===== config.mk =====
export PLATFORM = sky130hd
export DESIGN_NAME = fifo_nibble_reader
export DESIGN_NICKNAME = d
export VERILOG_FILES = /design/src/rtl/fifo_nibble_reader.sv
export SDC_FILE = /design/constraint.sdc
export NUM_CORES = 1
export LEC_CHECK = 0
export BUFFER_PORTS_ARGS = -buffer_cell sky130_fd_sc_hd__buf_2
export CORE_MARGIN = 3
export CORE_UTILIZATION = 47
export CTS_CLUSTER_DIAMETER = 100
export CTS_CLUSTER_SIZE = 8
export DETAILED_ROUTE_END_ITERATION = 7
export PLACE_DENSITY = 0.7
export RECOVER_POWER = 25
export SLEW_MARGIN = 20
export SYNTH_ARGS = -nofsm -noshare
export SYNTH_HDL_FRONTEND = slang
export SYNTH_SLANG_ARGS = --single-unit
export TNS_END_PERCENT = 50

===== constraint.sdc =====
create_clock -name clk -period 2.03 [get_ports clk]
set_clock_uncertainty 0.15 [all_clocks]
set_input_delay 0.3045 -clock clk [delete_from_list [all_inputs] [get_ports clk]]
set_output_delay 0.3045 -clock clk [all_outputs]
set_load 0.02 [all_outputs]

===== src/rtl/fifo_nibble_reader.sv =====
// Read-side controller for a 4-bit FIFO: pops nibbles, packs NIBBLES of them LSB-first, presents on valid/ready.
// Optional even-parity output m_parity when PARITY_EN is defined.
//
// state | meaning
// FILL  | popping nibbles from the FIFO and collecting them into the partial word
// HOLD  | completed word presented on m_data/m_valid, waiting for m_ready
module fifo_nibble_reader #(
    parameter  int DIN_W   = 4,
    parameter  int NIBBLES = 2,
    localparam int OUT_W   = DIN_W * NIBBLES,
    localparam int CNT_W   = $clog2(NIBBLES + 1)
) (
    input  logic             clk,
    input  logic             rst,
    input  logic             fifo_empty,
    input  logic [DIN_W-1:0] fifo_dout,
    output logic             fifo_rd_en,
    input  logic             flush,
    output logic [OUT_W-1:0] m_data,
    output logic             m_valid,
    input  logic             m_ready,
`ifdef PARITY_EN
    output logic             m_parity,
`endif
    output logic [CNT_W-1:0] nib_cnt
);

    typedef enum logic {
        FILL = 1'b0,
        HOLD = 1'b1
    } state_t;

    state_t             state_q, state_d;
    logic               inflight_q, inflight_d;
    logic [CNT_W-1:0]   nib_cnt_q, nib_cnt_d;
    logic [OUT_W-1:0]   slots_q, slots_d;
    logic [OUT_W-1:0]   m_data_q, m_data_d;
    logic               m_valid_q, m_valid_d;
    logic               rd_en_c;
    logic [CNT_W:0]     pending;
`ifdef PARITY_EN
    logic               m_parity_q, m_parity_d;
`endif

    always_ff @(posedge clk or posedge rst) begin
        if (rst) begin
            state_q    <= FILL;
            inflight_q <= 1'b0;
            nib_cnt_q  <= '0;
            slots_q    <= '0;
            m_data_q   <= '0;
            m_valid_q  <= 1'b0;
`ifdef PARITY_EN
            m_parity_q <= 1'b0;
`endif
        end else begin
            state_q    <= state_d;
            inflight_q <= inflight_d;
            nib_cnt_q  <= nib_cnt_d;
            slots_q    <= slots_d;
            m_data_q   <= m_data_d;
            m_valid_q  <= m_valid_d;
`ifdef PARITY_EN
            m_parity_q <= m_parity_d;
`endif
        end
    end

    // Nibbles already captured plus the one still in the FIFO read pipeline.
    assign pending = {1'b0, nib_cnt_q} + {{CNT_W{1'b0}}, inflight_q};

    always_comb begin
        state_d    = state_q;
        inflight_d = 1'b0;
        nib_cnt_d  = nib_cnt_q;
        slots_d    = slots_q;
        m_data_d   = m_data_q;
        m_valid_d  = m_valid_q;
        rd_en_c    = 1'b0;
`ifdef PARITY_EN
        m_parity_d = m_parity_q;
`endif
        case (state_q)
            FILL: begin
                // rst gating keeps the pop strobe low while reset is held, not just after an edge.
                rd_en_c    = !rst && !fifo_empty && !flush && (pending < (CNT_W+1)'(NIBBLES));
                inflight_d = rd_en_c;
                if (flush) begin
                    nib_cnt_d = '0;
                end else if (inflight_q) begin
                    for (int i = 0; i < NIBBLES; i++) begin
                        if (nib_cnt_q == CNT_W'(i)) begin
                            slots_d[i*DIN_W +: DIN_W] = fifo_dout;
                        end
                    end
                    if (nib_cnt_q == CNT_W'(NIBBLES - 1)) begin
                        state_d   = HOLD;
                        m_valid_d = 1'b1;
                        m_data_d  = slots_d;
                        nib_cnt_d = '0;
`ifdef PARITY_EN
                        m_parity_d = ^slots_d;
`endif
                    end else begin
                        nib_cnt_d = nib_cnt_q + CNT_W'(1);
                    end
                end
            end
            HOLD: begin
                if (m_valid_q && m_ready) begin
                    m_valid_d = 1'b0;
                    state_d   = FILL;
                end
            end
            default: state_d = FILL;
        endcase
    end

    assign fifo_rd_en = rd_en_c;
    assign m_data     = m_data_q;
    assign m_valid    = m_valid_q;
    assign nib_cnt    = nib_cnt_q;
`ifdef PARITY_EN
    assign m_parity   = m_parity_q;
`endif

endmodule


**Word level (Yosys, flattened, before mapping)**

Cells that the tools add are included.

- Reductions and logical operators: 13
- Order comparisons: 1
- Muxes and demuxes: 16
- Equality and inequality tests: 5
- Bitwise gates (word level): 2
- Add/sub/neg operators: 2

Operators with widths:

| kind | count |
|---|---|
| $mux W1 | 9 |
| $mux W4 | 2 |
| $reduce_and A4 Y1 | 2 |
| $mux W2 | 3 |
| $ne A2 B2 Y1 const B | 3 |
| $logic_and A1 B1 Y1 | 4 |
| $pmux W1 S2 | 2 |
| $add A2 B1 Y3 | 1 |
| $logic_not A1 Y1 | 3 |
| $lt A3 B2 Y1 const B | 1 |
| $reduce_and A3 Y1 | 1 |
| $add A2 B1 Y2 const B | 1 |
| $eq A2 B1 Y1 const B | 1 |
| $logic_not A2 Y1 | 1 |
| $ne A2 B1 Y1 const B | 1 |
| $not A1 Y1 | 2 |
| $reduce_and A2 Y1 | 1 |
| $reduce_bool A2 Y1 | 1 |

- Input port bits: 9
- Register bits: 21
- Logic and storage cells: 45
- Output and inout bits: 12

**Depth between registers and ports, before layout**

Gate-level depths: netlist (run 1).

- Depth in word-level cells: 5
- Depth in mapped cells: 4
- Depth with buffers taken out: 3

**Least setup slack after synthesis (run 1)**

No wires, ideal clock.

- Kind: reg-to-reg
- From: reg nib_cnt_q[1], in the netlist nib_cnt[1]
- To: reg m_data_q[0], in the netlist m_data[0]
- Library setup time: 0.125 ns
- Path buffers: 1
- Arrival time: 1.348 ns
- Setup slack: 0.407 ns
- Stages on the path, launching flop included: 5
- Data required time: 1.755 ns
- Clock period less this slack: 1.623 ns
- Cells stage by stage: dfrtp_1 -> nor4b_4 -> nand2_2 -> buf_6 -> mux2_4

- Word-level cells in the longest chain between the ends: 2
- Elaborated cells between the ends (all ways): 4
- Classes of those cells: 1 x eq/ne; 1 x mux; 2 x reduce/logical

Ends and longest elaborated chain:

| element | RTL line | RTL |
|---|---|---|
| start, declared | 35 | `logic [CNT_W-1:0] nib_cnt_q, nib_cnt_d;` |
| start signal, assigned | 59 | `nib_cnt_q <= nib_cnt_d;` |
| $eq A2 B1 Y1 / $logic_not A2 Y1 (equally long branches) | 96, 92 |  |
| $reduce_and A4 Y1 (no line) / $mux W4 (equally long branches) | -- |  |
| end signal, assigned | 61 | `m_data_q <= m_data_d;` |
| end, declared | 37 | `logic [OUT_W-1:0] m_data_q, m_data_d;` |

Several ways; a longest one is shown, not always the timed one.
A chain may end at the register's enable or synchronous reset.

**Final worst setup path (run 1)**

- From: in rst
- To: out fifo_rd_en

- Word-level cells in the longest chain between the ends: 5

Ends and longest elaborated chain:

| element | RTL line | RTL |
|---|---|---|
| start, declared | 14 | `input logic rst,` |
| $logic_not A1 Y1 | 86 | `rd_en_c = !rst && !fifo_empty && !flush && (pending < (CNT_W+1)'(NIBBLES));` |
| $logic_and A1 B1 Y1 (3 in series) | 86 |  |
| $mux W1 | 83 | `case (state_q)` |
| end, declared | 17 | `output logic fifo_rd_en,` |

No other way between the ends.

==> results.env, run 1 <==
STATUS='finished, final reports clean'
POST_LAYOUT_UTILIZATION_OF_THE_CORE_PCT=62.7
WORST_SETUP_PATH_END_KIND='primary output'
INITIALDRTVIOLATIONCOUNT=0
RSZ0062_AT_GRT='no'
WORSTSKEWPAIRLATENCY_NS=0.28
FIN_WORST_HOLD_SLACK_NS=0.105
GR-USAGE-MET1_PCT=17.0
TIMING.CRITICAL_PATH.FROM_TYPE='input pin'
ANTENNA_VIOLATIONS_BEFORE_REPAIR=0
R2R_END='slots_q[2]'
CRITICAL_PATH.MAX_FANOUT=2
GRT-OVFL-TOTAL=0
CPMAXSTAGEDELAYCELL='sky130_fd_sc_hd__dlygate4sd3_1'
CTS.SINKS=17
ASYNC_RESET_FF_SHARE_PCT=100
WORSTHOLDPATHTYPE='in2reg'
WORST-ENDPOINT-REQUIRED_NS=1.58
SYN-CELL-AREA_UM2=702
DETAIL_ROUTE.DRC_VIOLATIONS=0
GPL.FINAL_WEIGHTED_CONGESTION=0.806
NUMBER_OF_BUFFERS_CREATED_BY_CTS=3
SYN-INSTANCE-COUNT=48
CLOCK_TREE_FROM_TRITONCTS='done'
GR-USAGE-ALL-LAYERS_PCT=13.4
GRT_UTIL_MET2_PCT=22.3
CTS_MAX_LEVEL=1
CHIPWIDTH_UM=44.6
SYNTHTOLAYOUTAREAGROWTH_PCT=20.5
DIE_Y_UM=44.6
CTS.CLK_SLEW.WORST_PATHS_NS=0.10
SLEW_VIOL_FINAL=0
INITIAL_CORE_UTIL_PCT=52.0
SYNTH-SEQ-AREA-SHARE_PCT=60.6
SYNTH_ENABLE_FLOP_CELLS=0
CRIT_TYPE='in2out'
ROUTED_WL_UM=1150
DETAIL-ROUTE-ANTENNA-NETS=0
CLOCKROOTBUFFER='sky130_fd_sc_hd__clkbuf_4'
VIA_COUNT=442
WIRE_PER_INST_UM=13.2
WORST_SETUP_SP='rst'
HOLD_VIOL_FINAL=0
MAX_SLEW_MARGIN_PCT=59.0
CTS.PATH.MAX_BUFFERS=2
IRDROPWORSTVDD_mV=0.605
MAX_CAP_VIOL_COUNT=0
DRIVE_GT1_SHARE_PCT=52.8
CRITICAL_PATH.MAX_STAGE_DELAY_NS=0.53
DETAILED_PLACE_HPWL_UM=856
CP_CELL_SEQUENCE='dlygate4sd3_1 -> clkbuf_1 -> nor4_1 -> and2_1 -> buf_2'
SYN-NUM-NETS=57
CLOCK.FMAX_MHz=521
SYNTH-MAIN-FF-CELL='sky130_fd_sc_hd__dfrtp_1'
POWER.STATIC_LEAKAGE_nW=0.467
NUM_IO_PINS=21
POWER.DENSITY_nW_PER_UM2=1040
WIRE_LENGTH_OF_THE_FIRST_GLOBAL_ROUTING_PASS_UM=1990
FINALCRITICALPERIOD_NS=1.92
SYNTH-WARNING-COUNT=0
REGTOREGSTARTPOINT='state_q'
SYN_AVG_CELL_AREA_UM2=14.6
GROUTE.LAYER.MET3.USAGE_PCT=3.66
I_O_BUFFERS=20
MIN_PERIOD_OVER_PERIOD_PCT=94.5
INSERTEDDIODECOUNT=0
SYNTH_TOP_CELLS_BY_COUNT='17 x sky130_fd_sc_hd__dfrtp_1, 7 x sky130_fd_sc_hd__mux2_2, 6 x sky130_fd_sc_hd__nand2_1, 5 x sky130_fd_sc_hd__mux2_4, 2 x sky130_fd_sc_hd__o21ai_0'
NUMBER_OF_GLOBAL_ROUTE_VIAS_BEFORE_REPAIR=472
GRT_MAX_DEGREE=18
WORSTSETUPENDPOINT='fifo_rd_en'
ARRIVAL_TIME_WORST_ENDPOINT_NS=1.46
NETS=82
SYNTH_TOP_AREA_CELL='sky130_fd_sc_hd__dfrtp_1'
PLACEMENTROWS=13
YOSYS.AREA.TOP_TYPE_SHARE_PCT=60.6
HOLD_PATH_DEPTH=2
POST_DRT_VIA_CELL_RATIO=5.08
NUMBER_OF_DISTINCT_LIBRARY_CELLS_AFTER_SYNTHESIS=16
SETUP_SLACK_OF_THE_MOST_CRITICAL_REG_TO_REG_PATH_NS=0.39
YS_FF_LATCH=17
POST_CTS_SIZING=0
FLOORPLAN.DIE_AREA_UM2=1990
DRT_FIRST_PASS_ITERS=1
NETLIST_TOP_CELLS_AREA='sky130_fd_sc_hd__dfrtp_1 61%, sky130_fd_sc_hd__mux2_2 11%, sky130_fd_sc_hd__mux2_4 11%'
RR_WORST_DEPTH=3
TNS_NS=0
YOSYS.CELL_COUNT.TOP_TYPE='sky130_fd_sc_hd__dfrtp_1'
CORE_AREA_UM2=1350
WORST_SLEW_PIN_SLEW_NS=0.614
FINALSETUPVIOLCOUNT=0
GR-MAX-USAGE-LAYER='met2'
==> layout make-up <==
cell class	count	area, um2
tap	15	18.8
clock inverter	1	5.00
multi-input combinational	29	262
timing repair buffer	21	109
clock buffer	3	22.5
fill	108	504
sequential	17	425
inverter	1	3.75
==> cells in the final DEF (no fill, tap or decap), drive strengths merged <==
cell type / count
a21oi: 1
and2: 1
and2b: 1
buf: 19
clkbuf: 4
clkinv: 1
dfrtp: 17
dlygate4sd3: 1
inv: 1
mux2: 12
nand2: 7
nor2: 1
nor4: 1
nor4b: 1
o21a: 1
o21ai: 2
or3b: 1
==> power breakdown <==
group / switching (mW) / total (mW) / internal, mW
Sequential: 0.0585 / 0.483 / 0.425
Combinational: 0.108 / 0.221 / 0.113
Clock: 0.0994 / 0.172 / 0.0730
Total: 0.266 / 0.877 / 0.611
==> how the worst min path moves through the flow <==
stage                       from  slack (ns)         end
CTS                 fifo_dout[3]         0.1   m_data[7]
finish              fifo_dout[3]        0.11   m_data[7]
detailed placement           rst        0.28     m_valid
floorplan                    rst        0.08  inflight_q
global placement             rst        0.28     m_valid
global route        fifo_dout[3]        0.10   m_data[7]
==> per-stage QoR <==
step | power, mW | setup slack (ns) | area (um2) | cells
final | 0.877 | 0.111 | 846 | 87
after global routing | 0.935 | 0.0359 | 846 | 87
after CTS | 0.889 | 0.0842 | 847 | 87
after detailed placement | 0.714 | 0.405 | 810 | 82
after global placement | 0.707 | 0.432 | 810 | 82
after floorplan | 0.638 | 0.407 | 702 | 48
==> worst max-delay path, delay by kind of cell <==
kind,cells,cell delay (ns)
buf+inv,3,0.79
simple gates,2,0.36
==> repair_timing <==
| action | in CTS | in global routing |
|---|---|---|
| setup buffers | 0 | 0 |
| hold buffers | 1 | 0 |
| endpoints found under the hold margin | 17 | 0 |
==> routing by layer <==
metal	up-vias	routed length [um]
li1	214	-
met1	213	538
met2	15	523
met3	0	85
met4	0	0
met5	-	0
==> registers in the layout (all words and copies together) (netlist names) <==
name / count
slots_q: 4
m_data: 8
inflight_q: 1
m_valid: 1
state_q: 1
nib_cnt: 2
==> logic make-up (layout without fill, tap and decap cells) <==
family / count (synthesis) / in the layout / share of synthesized area (%)
DFF: 17 / 17 / 60.6
and+or+nand+nor: 13 / 13 / 12.1
muxes: 12 / 12 / 21.9
AOI/OAI and AO/OA: 4 / 4 / 3.21
buffers and inverters: 2 / 26 / 2.14
(Power assumes the default switching activity.)
==> run 2, diff against run 1 <==
--- a/config.mk
+++ b/config.mk
@@ -6,11 +6,13 @@
 export NUM_CORES = 1
 export LEC_CHECK = 0
 export BUFFER_PORTS_ARGS = -buffer_cell sky130_fd_sc_hd__buf_2
+export CAP_MARGIN = 10
 export CORE_MARGIN = 3
 export CORE_UTILIZATION = 47
 export CTS_CLUSTER_DIAMETER = 100
 export CTS_CLUSTER_SIZE = 8
 export DETAILED_ROUTE_END_ITERATION = 7
+export HOLD_SLACK_MARGIN = 0.15
 export PLACE_DENSITY = 0.7
 export RECOVER_POWER = 25
 export SLEW_MARGIN = 20
==> run 2 against run 1 <==
Effect of this change: sequential cell count is the same; sequential power hardly changed; clock power about the same; first-iteration DRC count rose by 2; setup slack improved by 0.0018 ns; highest routed layer unchanged.
==> results.env, run 2 (synthesized netlist as in run 1, its figures left out) <==
REG_POWER_SHARE_PCT=54.6  # -0.5 points
CTS.CLK_SLEW.WORST_PATHS_NS=0.10  # about the same
MAX_CAP_VIOL_COUNT=0  # unchanged
CLOCKROOTBUFFER='sky130_fd_sc_hd__clkbuf_4'
TIMING.CRITICAL_PATH.FROM_TYPE='input pin'
GR-USAGE-ALL-LAYERS_PCT=14.0  # +0.59 points
FLOORPLAN.DIE_AREA_UM2=1990  # unchanged
NUM_IO_PINS=21  # unchanged
ROUTED_WL_UM=1180  # +3.0%
GRT-OVFL-TOTAL=0  # unchanged
CTS_MAX_LEVEL=1  # unchanged
CHIPWIDTH_UM=44.6  # unchanged
TNS_NS=0  # unchanged
MAX_SLEW_MARGIN_PCT=58.8  # -0.25 points
NUMBER_OF_GLOBAL_ROUTE_VIAS_BEFORE_REPAIR=480  # +1.7%
STATUS='finished, final reports clean'
ANTENNA_VIOLATIONS_BEFORE_REPAIR=0  # unchanged
SLEW_VIOL_FINAL=0  # unchanged
COMBINATIONAL_GROUP_SHARE_OF_TOTAL_POWER_PCT=25.8  # +0.6 points
POWER.DENSITY_nW_PER_UM2=989  # -4.6%
DRIVE_GT1_SHARE_PCT=49.4  # -3.4 points
SWITCHING_SHARE_PCT=30.4  # +0.039 points
FLIP_FLOP_COUNT_OF_THE_LARGEST_REGISTER_ALL_COPIES_AND_WORDS_ADDED=8  # unchanged
FINALSETUPVIOLCOUNT=0  # unchanged
CRIT_TYPE='in2out'
DETAIL_ROUTE.DRC_VIOLATIONS=0  # unchanged
LAYOUT.FILLER_CELLS=102  # -5.6%
DRT_FIRST_PASS_ITERS=3  # +2
CLKPWRFRAC_PCT=19.6  # about the same
CORE_AREA_UM2=1350  # unchanged
LAYOUT.CELLS.MOST_COMMON='sky130_fd_sc_hd__buf_2'
LAYOUT.AREA.SEQ_UM2=425  # unchanged
I_O_BUFFERS=20  # unchanged
HOLD_VIOL_FINAL=0  # unchanged
GPL.FINAL_WEIGHTED_CONGESTION=0.806  # unchanged
POWER.STATIC_LEAKAGE_nW=0.488  # +4.5%
CLOCK_TREE_FROM_TRITONCTS='done'
NETS=87  # +6.1%
WORST_SETUP_PATH_END_KIND='primary output'
VIA_COUNT=460  # +4.1%
WIRE_LENGTH_OF_THE_FIRST_GLOBAL_ROUTING_PASS_UM=2080  # +4.1%
COMMONEST_CELLS_AFTER_ROUTING_FILL_AND_TAPS_ASIDE='19 x sky130_fd_sc_hd__buf_2, 17 x sky130_fd_sc_hd__dfrtp_1, 7 x sky130_fd_sc_hd__mux2_2'
CTS_SETUP_BUFFERS=0  # unchanged
DETAILED_PLACE_HPWL_UM=856  # unchanged
IRDROPWORSTVDD_mV=0.613  # +1.3%
MIN_PERIOD_OVER_PERIOD_PCT=94.5  # about the same
GRT_MAX_DEGREE=18  # unchanged
SYNTHTOLAYOUTAREAGROWTH_PCT=27.6
RSZ0062_AT_GRT='no'
DETAIL-ROUTE-ANTENNA-NETS=0  # unchanged
CRITICAL_PATH.MAX_FANOUT=2  # unchanged
TOTAL_SWITCHING_POWER_mW=0.269  # +1.2%
POST-PLACE-WS_NS=0.405  # unchanged
CTS.SINKS=17  # unchanged
WIRE_PER_INST_UM=12.8  # -2.6%
SETUP_WS_NS=0.112  # +0.00180 ns
WORSTHOLDPATHTYPE='in2reg'
CTS.PATH.MAX_BUFFERS=2  # unchanged
WORST_SLEW_PIN_SLEW_NS=0.618  # +0.00373 ns
DIE_Y_UM=44.6  # unchanged
ARRIVAL_TIME_WORST_ENDPOINT_NS=1.46  # about the same
INSERTEDDIODECOUNT=0  # unchanged
POWER.INTERNAL_mW=0.617  # +1.0%
PLACEMENTROWS=13  # unchanged
WORSTSKEWPAIRLATENCY_NS=0.28  # about the same
MULTI_INPUT_AREA_UM2=262  # unchanged
NUMBER_OF_BUFFERS_CREATED_BY_CTS=3  # unchanged
CLOCK.FMAX_MHz=521  # about the same
FINALCRITICALPERIOD_NS=1.92  # -0.00180 ns
WORST-ENDPOINT-REQUIRED_NS=1.58  # about the same
INITIALDRTVIOLATIONCOUNT=2  # +2
INITIAL_CORE_UTIL_PCT=52.0  # unchanged
POST_DRT_VIA_CELL_RATIO=5.00  # -1.6%
[run 2: cell count changes in the layout (fill, tap and decap cells not counted), sizes merged]
cell         delta
dlygate4sd3     +5
[run 2: area by class of cell]
class	count	area share [%]
tap	15	2.09
clock buffer	3	2.51
inverter	1	0.419
multi-input combinational	29	29.2
sequential	17	47.5
clock inverter	1	0.559
timing repair buffer	26	17.7
[run 2: critical path, cell delays in order]
cell	delay (ns)
sky130_fd_sc_hd__dlygate4sd3_1	0.53
sky130_fd_sc_hd__clkbuf_1	0.10
sky130_fd_sc_hd__nor4_1	0.19
sky130_fd_sc_hd__and2_1	0.17
sky130_fd_sc_hd__buf_2	0.16
[run 2: final timing paths]
check / startpoint / end / slack (ns) / cells after the start
setup / recovery: rst / fifo_rd_en / 0.11 / 5
hold / removal: fifo_empty / inflight_q / 0.17 / 3
setup reg to reg: state_q / slots_q[2] / 0.40 / 3
hold reg to reg: m_data[7] / m_data[7] / 0.36 / 1
max in group asynchronous: rst / m_data[2] / 0.86 / 3
min in group asynchronous: rst / nib_cnt[0] / 0.48 / 3
[run 2: per-layer routing]
metal | vias up | GRT usage (%) | wire length (um) | part of all wire, %
met3 | 0 | 3.66 | 83 | 7.0
li1 | 224 | - | - | -
met1 | 221 | 18.3 | 553 | 47
met2 | 15 | 22.9 | 545 | 46
met4 | 0 | 3.61 | 0 | 0
met5 | - | 0 | 0 | 0
[run 2: power groups by stage]
stage	logic, mW	clock network, mW	registers (mW)
floorplan	0.109	0	0.529
global placement	0.218	0	0.488
detailed placement	0.223	0	0.491
CTS	0.232	0.180	0.484
global route	0.249	0.196	0.499
finish	0.229	0.174	0.484
[run 2: per-stage QoR]
stage	cells	hold slack, ns	power [mW]	utilization, %	cell area [um2]
after global routing	92	0.181	0.944	66.4	896
after floorplan	48	0.0806	0.638	-	702
final	92	0.173	0.886	66.4	896
after global placement	82	0.276	0.707	60.0	810
after detailed placement	82	0.283	0.714	60.0	810
after CTS	92	0.167	0.896	66.5	897
[run 2: what timing repair did]
item | 4_1_cts | 5_1_grt
endpoints found under the hold margin | 27 | 0
resized for setup | 0 | 0
hold buffers | 6 | 0
